$ cat src/rtl/load_align_unit.sv
// Writeback-stage load aligner: extracts, extends and merges raw memory beats into the
// architectural load result, taking a second beat for loads that cross a beat boundary.
module load_align_unit #(
    parameter int DATA_W         = 32,
    parameter int ALLOW_MISALIGN = 1,
    parameter int OFF_W          = $clog2(DATA_W / 8)
) (
    input  logic              clk,
    input  logic              rst,
    input  logic              flush,
    input  logic              in_valid,
    output logic              in_ready,
    input  logic [3:0]        in_type,
    input  logic [OFF_W-1:0]  in_off,
    input  logic [DATA_W-1:0] in_data,
    input  logic [DATA_W-1:0] in_rt,
    output logic              need_beat2,
    output logic              out_valid,
    input  logic              out_ready,
    output logic [DATA_W-1:0] out_data,
    output logic              out_adel
);
    localparam int NB = DATA_W / 8;

    localparam logic [1:0] ST_IDLE  = 2'd0;
    localparam logic [1:0] ST_WAIT2 = 2'd1;
    localparam logic [1:0] ST_FULL  = 2'd2;

    localparam logic [3:0] T_LB  = 4'd0;
    localparam logic [3:0] T_LBU = 4'd1;
    localparam logic [3:0] T_LH  = 4'd2;
    localparam logic [3:0] T_LHU = 4'd3;
    localparam logic [3:0] T_LW  = 4'd4;
    localparam logic [3:0] T_LWU = 4'd5;
    localparam logic [3:0] T_LD  = 4'd6;
    localparam logic [3:0] T_LWL = 4'd7;
    localparam logic [3:0] T_LWR = 4'd8;

    function automatic logic [3:0] load_size(input logic [3:0] t);
        logic [3:0] s;
        case (t)
            T_LB, T_LBU: s = 4'd1;
            T_LH, T_LHU: s = 4'd2;
            T_LD:        s = 4'd8;
            default:     s = 4'd4;
        endcase
        return s;
    endfunction

    function automatic logic is_illegal(input logic [3:0] t);
        return (t > T_LWR) || ((DATA_W == 32) && ((t == T_LWU) || (t == T_LD)));
    endfunction

    function automatic logic is_merge(input logic [3:0] t);
        return (t == T_LWL) || (t == T_LWR);
    endfunction

    function automatic logic is_misaligned(input logic [3:0] t, input logic [OFF_W-1:0] off);
        logic [3:0] off4;
        off4 = 4'(off);
        return (off4 & (load_size(t) - 4'd1)) != 4'd0;
    endfunction

    function automatic logic is_crossing(input logic [3:0] t, input logic [OFF_W-1:0] off);
        return ({1'b0, 4'(off)} + {1'b0, load_size(t)}) > 5'(NB);
    endfunction

    function automatic logic is_split(input logic [3:0] t, input logic [OFF_W-1:0] off);
        return (ALLOW_MISALIGN != 0) && !is_illegal(t) && !is_merge(t)
            && is_misaligned(t, off) && is_crossing(t, off);
    endfunction

    function automatic logic raise_adel(input logic [3:0] t, input logic [OFF_W-1:0] off);
        return is_illegal(t) || (!is_merge(t) && (ALLOW_MISALIGN == 0) && is_misaligned(t, off));
    endfunction

    // LWL/LWR work on the 32-bit word holding the addressed byte; the merge is sign-extended.
    function automatic logic [DATA_W-1:0] merge_word(input logic [3:0] t, input logic [OFF_W-1:0] off,
                                                     input logic [DATA_W-1:0] beat, input logic [31:0] rt);
        logic [OFF_W-1:0]  word_off;
        logic [DATA_W-1:0] shifted;
        logic [31:0]       word;
        logic [31:0]       merged;
        word_off = off & ~OFF_W'(2'd3);
        shifted  = beat >> {word_off, 3'b000};
        word     = shifted[31:0];
        if (t == T_LWL) begin
            case (off[1:0])
                2'd0:    merged = {word[7:0], rt[23:0]};
                2'd1:    merged = {word[15:0], rt[15:0]};
                2'd2:    merged = {word[23:0], rt[7:0]};
                default: merged = word;
            endcase
        end else begin
            case (off[1:0])
                2'd0:    merged = word;
                2'd1:    merged = {rt[31:24], word[31:8]};
                2'd2:    merged = {rt[31:16], word[31:16]};
                default: merged = {rt[31:8], word[31:24]};
            endcase
        end
        return DATA_W'($signed(merged));
    endfunction

    function automatic logic [DATA_W-1:0] extract(input logic [3:0] t, input logic [OFF_W-1:0] off,
                                                  input logic [DATA_W-1:0] b1, input logic [DATA_W-1:0] b2);
        logic [2*DATA_W-1:0] wide;
        logic [DATA_W-1:0]   value;
        wide = {b2, b1} >> {off, 3'b000};
        case (t)
            T_LB:    value = DATA_W'($signed(wide[7:0]));
            T_LBU:   value = DATA_W'(wide[7:0]);
            T_LH:    value = DATA_W'($signed(wide[15:0]));
            T_LHU:   value = DATA_W'(wide[15:0]);
            T_LW:    value = DATA_W'($signed(wide[31:0]));
            T_LWU:   value = DATA_W'(wide[31:0]);
            T_LD:    value = wide[DATA_W-1:0];
            default: value = {DATA_W{1'b0}};
        endcase
        return value;
    endfunction

    // Result is {adel, data}; data is forced to zero when the address error is raised.
    function automatic logic [DATA_W:0] load_result(input logic [3:0] t, input logic [OFF_W-1:0] off,
                                                    input logic [DATA_W-1:0] b1, input logic [DATA_W-1:0] b2,
                                                    input logic [31:0] rt);
        logic              adel;
        logic [DATA_W-1:0] data;
        adel = raise_adel(t, off);
        if (adel) begin
            data = {DATA_W{1'b0}};
        end else if (is_merge(t)) begin
            data = merge_word(t, off, b1, rt);
        end else begin
            data = extract(t, off, b1, b2);
        end
        return {adel, data};
    endfunction

    logic [1:0]        state_r;
    logic [3:0]        type_r;
    logic [OFF_W-1:0]  off_r;
    logic [DATA_W-1:0] beat1_r;
    logic [31:0]       rt_r;
    logic              out_valid_r;
    logic              out_adel_r;
    logic [DATA_W-1:0] out_data_r;

    logic [1:0]        state_n_s;
    logic              valid_n_s;
    logic              adel_n_s;
    logic [DATA_W-1:0] data_n_s;
    logic              capture_s;
    logic              in_ready_s;
    logic              accept_s;
    logic              first_split_s;
    logic [DATA_W:0]   first_res_s;
    logic [DATA_W:0]   second_res_s;

    assign accept_s      = in_valid && in_ready_s;
    assign first_split_s = is_split(in_type, in_off);
    assign first_res_s   = load_result(in_type, in_off, in_data, {DATA_W{1'b0}}, in_rt[31:0]);
    assign second_res_s  = load_result(type_r, off_r, beat1_r, in_data, rt_r);

    // FULL only takes a new beat when the held result leaves in the same cycle.
    always_comb begin
        in_ready_s = 1'b0;
        case (state_r)
            ST_IDLE, ST_WAIT2: in_ready_s = 1'b1;
            ST_FULL:           in_ready_s = out_ready;
            default:           in_ready_s = 1'b0;
        endcase
    end

    // Next-state and next-result selection.
    always_comb begin
        state_n_s = state_r;
        valid_n_s = out_valid_r;
        adel_n_s  = out_adel_r;
        data_n_s  = out_data_r;
        capture_s = 1'b0;
        case (state_r)
            ST_IDLE, ST_FULL: begin
                if (accept_s && first_split_s) begin
                    state_n_s = ST_WAIT2;
                    valid_n_s = 1'b0;
                    capture_s = 1'b1;
                end else if (accept_s) begin
                    state_n_s = ST_FULL;
                    valid_n_s = 1'b1;
                    adel_n_s  = first_res_s[DATA_W];
                    data_n_s  = first_res_s[DATA_W-1:0];
                end else if (out_ready) begin
                    state_n_s = ST_IDLE;
                    valid_n_s = 1'b0;
                end else begin
                    state_n_s = state_r;
                end
            end
            ST_WAIT2: begin
                if (accept_s) begin
                    state_n_s = ST_FULL;
                    valid_n_s = 1'b1;
                    adel_n_s  = second_res_s[DATA_W];
                    data_n_s  = second_res_s[DATA_W-1:0];
                end else begin
                    state_n_s = ST_WAIT2;
                end
            end
            default: begin
                state_n_s = ST_IDLE;
                valid_n_s = 1'b0;
            end
        endcase
    end

    // Control state and registered result.
    always_ff @(posedge clk) begin
        if (rst || flush) begin
            state_r     <= ST_IDLE;
            out_valid_r <= 1'b0;
            out_adel_r  <= 1'b0;
            out_data_r  <= {DATA_W{1'b0}};
        end else begin
            state_r     <= state_n_s;
            out_valid_r <= valid_n_s;
            out_adel_r  <= adel_n_s;
            out_data_r  <= data_n_s;
        end
    end

    // First beat of a split load, with the attributes that govern the merge.
    always_ff @(posedge clk) begin
        if (rst || flush) begin
            type_r  <= 4'd0;
            off_r   <= {OFF_W{1'b0}};
            beat1_r <= {DATA_W{1'b0}};
            rt_r    <= 32'd0;
        end else if (capture_s) begin
            type_r  <= in_type;
            off_r   <= in_off;
            beat1_r <= in_data;
            rt_r    <= in_rt[31:0];
        end
    end

    assign in_ready   = in_ready_s;
    assign need_beat2 = (state_r == ST_WAIT2);
    assign out_valid  = out_valid_r;
    assign out_adel   = out_adel_r;
    assign out_data   = out_data_r;
endmodule

$ cat config.mk
export PLATFORM = sky130hd
export DESIGN_NAME = load_align_unit
export DESIGN_NICKNAME = d
export VERILOG_FILES = /design/src/rtl/load_align_unit.sv
export SDC_FILE = /design/constraint.sdc
export NUM_CORES = 1
export LEC_CHECK = 0
export ABC_AREA = 1
export CORE_ASPECT_RATIO = 0.6
export CORE_UTILIZATION = 52
export DETAILED_ROUTE_END_ITERATION = 12
export GPL_ROUTABILITY_DRIVEN = 0
export PLACE_DENSITY = 0.78
export SYNTH_ARGS = -nofsm -noshare
export SYNTH_HDL_FRONTEND = slang
export SYNTH_SLANG_ARGS = --single-unit
$ cat constraint.sdc
create_clock -name clk -period 2.7 [get_ports clk]
set_clock_uncertainty 0.15 [all_clocks]
set_input_delay 0.54 -clock clk [delete_from_list [all_inputs] [get_ports clk]]
set_output_delay 0.54 -clock clk [all_outputs]
set_load 0.01 [all_outputs]
==> reports/qor.yml, run 1 <==
status: "finished clean"
reg2regPathDepth: 12
worstPathRequired_ns: 2.87
p_seq_frac: 0.377
die-area_sq_um: 17750
leakagePower_nw: 5.224
clkTransAtPathRegs_ns: 0.09
p_clk_frac: 0.321
die_w_um: 171.3
peakVddDrop_v: 0.0002985
drive_gt1_frac: 0.1259
cts_buffers: 9
dp_hpwl_um: 29690
dr.pass1.iters: 9
syn_to_final_growth_pct: 29.90
sw_frac_of_total: 0.3454
clk_latency_ns: 0.38
critPathBufInv: 6
synth-edff-count: 0
post_drt_wl_per_cell_um: 19.93
start_util: 0.5410
r2r_start: "off_r[0]$_SDFFE_PP0P_"
tightest_slew_ns: 0.7889
hold_depth: 2
synth_nets: 1708
synthDistinctLibCells: 38
ys_ff_latch: 106
min_path_type: "flip-flop to flip-flop"
cp_slowest_cell: "fa_2"
grt_pass1_wl_um: 60800
dieHeight_um: 103.6
synth.area.top_cells: "dfxtp_1 24%, nand2_1 21%, nor2_1 9.0%, nand3_1 8.9%, a21oi_1 7.2%"
crit_chain: "dlygate4sd2_1, inv_2, nand2_4, nor2_4, ha_4, inv_1, fa_2, nand2_1, nand2_2, nand2_4, nand4_4, buf_12, buf_8, buf_4, o21ai_1, a21oi_1"
drt_wl_total_um: 40320
rsz0062_at_grt: "true"
coreArea_sq_um: 16530
fmax_mhz: 382.9
drv_cap: 0
numPortBuffers: 110
ys_seq_area_frac: 0.2373
path_class: "input pin to flip-flop"
first_iter_violations: 2700
cp-end-kind: "flip-flop"
start_kind: "input pin"
synth_cells: 1629
slew_headroom: 0.4721
cp.arrival_ns: 2.78
cts_hold_buf: 0
num_antenna_cells: 0
syn_area_sq_um: 8944
power_density_nw_per_um2: 376.5
yosysWarnings: 0
clockRootBuffer: "clkbuf_16"
p_switching_w: 0.001511
hold_start: "rt_r[1]$_SDFFE_PP0P_"
critical_path.max_stage_delay_ns: 0.52
avgSynthCellArea_sq_um: 5.490
grt_pass1_vias: 10920
regArea_sq_um: 2123
ant_nets: 0
ys.flop_type: "dfxtp_1"
route.detailed.drc: 0
synthArstFlopShare: 0
synth.most_common_cell: "nand2_1"
cpMostUsedCell: "nand2_4"
post-route-period-util: 0.9672
p_int_w: 0.002863
p_total_w: 0.004373
hold_path_end: "rt_r[1]$_SDFFE_PP0P_"
drv_slew: 0
synth_area_leader_cell: "dfxtp_1"
synth_top_area_share: 0.2373
grt_max_degree: 59
layout_setup_ws_ns: 0.08850
r2r_slack_ns: 0.19
p_comb_frac: 0.302
fin_crit_ns: 2.611
cp_top_family: "buffers and inverters"
viasPerCell: 6.177
setup-violations-final: 0
htreeDepth: 3
multi_input_area_sq_um: 5938
grt_use_total: 0.4483
post-place-ws_ns: -0.6500
synthTopCellsByCount: "506 x nand2_1, 214 x nor2_1, 159 x nand3_1, 129 x a21oi_1, 128 x inv_1"
nets: 1869
cts_max_path_buffers: 2
grt_overflow: 0
r2r-end: "out_data[10]$_SDFFE_PP0P_"
fillCellCount: 1497
cp_max_fo: 23
tritoncts: "yes"
row_count: 36
finalHoldViolations: 0
cts.sink_count: 106
ioPinCount: 111
antenna_found_initial: 1
via_count: 12500
[metrics by stage]
step	area, sq um	util	TNS (ns)	hold WS [ns]	instances
5_1_grt	11620	0.7028	-0.4120	0.3170	2023
4_1_cts	11400	0.6898	0	0.2991	2020
6_report	11620	0.7028	0	0.3043	2023
3_3_place_gp	10920	0.6606	-49.88	0.2820	1998
3_5_place_dp	10920	0.6606	-56.12	0.2876	1998
2_1_floorplan	8944	-	0	0.2705	1629
[layout make-up]
type | count | area share
tap | 228 | 0.02456
timing repair buffer | 252 | 0.2098
sequential | 106 | 0.1828
clock buffer | 9 | 0.01939
multi-input combinational | 1280 | 0.5111
inverter | 141 | 0.04577
clock inverter | 7 | 0.006570
[cell usage in the layout (no fill, tap or decap), types with 2 or more instances in the layout]
| cell type | n |
|---|---|
| a21oi_1 | 127 |
| nor2_2 | 12 |
| o21ai_0 | 106 |
| clkinv_2 | 2 |
| nand2_4 | 4 |
| clkbuf_16 | 12 |
| buf_4 | 119 |
| o21ai_2 | 11 |
| nand2_8 | 4 |
| nor3_1 | 3 |
| clkinv_1 | 3 |
| nand3_2 | 3 |
| nor2_4 | 9 |
| dlygate4sd2_1 | 2 |
| nand3_1 | 159 |
| inv_2 | 9 |
| nor2_1 | 201 |
| buf_12 | 11 |
| o211ai_1 | 18 |
| clkdlybuf4s50_1 | 106 |
| nand4_1 | 30 |
| ha_1 | 2 |
| inv_1 | 128 |
| a21boi_0 | 2 |
| nand2_2 | 7 |
| a21oi_2 | 2 |
| nand2_1 | 502 |
| o21ai_1 | 67 |
| bufbuf_16 | 2 |
| buf_6 | 6 |
| dfxtp_1 | 105 |
[power groups by stage]
stage               registers [W]  logic (W)  clock network [W]
finish                    0.00165    0.00132            0.00141
global route              0.00165    0.00139            0.00146
CTS                       0.00165    0.00121            0.00139
detailed placement        0.00168    0.00116                  0
global placement          0.00168    0.00114                  0
floorplan                 0.00169   0.000598                  0
[repair_timing]
action	CTS	global route
resized for setup	32	39
setup buffers	2	0
pin swaps	2	10
endpoints found under the setup margin	102	97
gates cloned	4	3
[worst register-to-register path: cells and delay by family (launching register included)]
kind / cells / cell delay [ns]
buffers and inverters: 3 / 0.58
DFF: 1 / 0.50
and+or+nand+nor: 9 / 1.23
[sequential cells by signal, summed over array words and instances, names as in the netlist]
| signal | flops |
|---|---|
| state_r | 2 |
| beat1_r | 32 |
| out_data | 32 |
| rt_r | 32 |
| out_valid | 1 |
| out_adel | 1 |
| type_r | 4 |
| off_r | 2 |
[worst max path at each step]
stage          startpoint                   endpoint  cells after the start
6_report       in_type[3]      rt_r[21]$_SDFFE_PP0P_                     16
5_1_grt        in_type[3]      rt_r[25]$_SDFFE_PP0P_                     18
4_1_cts         in_off[0]  out_data[16]$_SDFFE_PP0P_                     16
3_5_place_dp   in_type[2]       rt_r[1]$_SDFFE_PP0P_                     17
3_3_place_gp   in_type[3]      rt_r[13]$_SDFFE_PP0P_                     17
2_1_floorplan  in_type[3]      off_r[1]$_SDFFE_PP0P_                     16
[routing by layer]
layer / vias to the layer above / GRT usage / part of all wire
li1: 5618 / - / -
met3: 245 / 0.2010 / 0.19
met1: 5437 / 0.6200 / 0.38
met5: - / 0 / 0.00032
met4: 2 / 0.1983 / 0.056
met2: 1195 / 0.5839 / 0.37
[logic make-up (layout without fill, tap and decap cells)]
kind of cell	count (synthesis)	count (layout)	share of synthesized area
buffers and inverters	245	409	0.1205
AND/OR/NAND/NOR	937	939	0.4403
flip-flops	106	106	0.2373
adder cells (fa/ha/maj)	4	4	0.006436
AO/OA/AOI/OAI	337	337	0.1956
Note: power is estimated with default switching activity, not from simulation.
==> run 2: changes to the inputs <==
--- a/config.mk
+++ b/config.mk
@@ -8,8 +8,10 @@
 export ABC_AREA = 1
 export CORE_ASPECT_RATIO = 0.6
 export CORE_UTILIZATION = 52
+export CTS_CLUSTER_DIAMETER = 150
 export DETAILED_ROUTE_END_ITERATION = 12
 export GPL_ROUTABILITY_DRIVEN = 0
+export HOLD_SLACK_MARGIN = 0.05
 export PLACE_DENSITY = 0.78
 export SYNTH_ARGS = -nofsm -noshare
 export SYNTH_HDL_FRONTEND = slang
==> results of run 2 <==
Same layout as run 1: the final DEF is identical, and so are final timing and power.
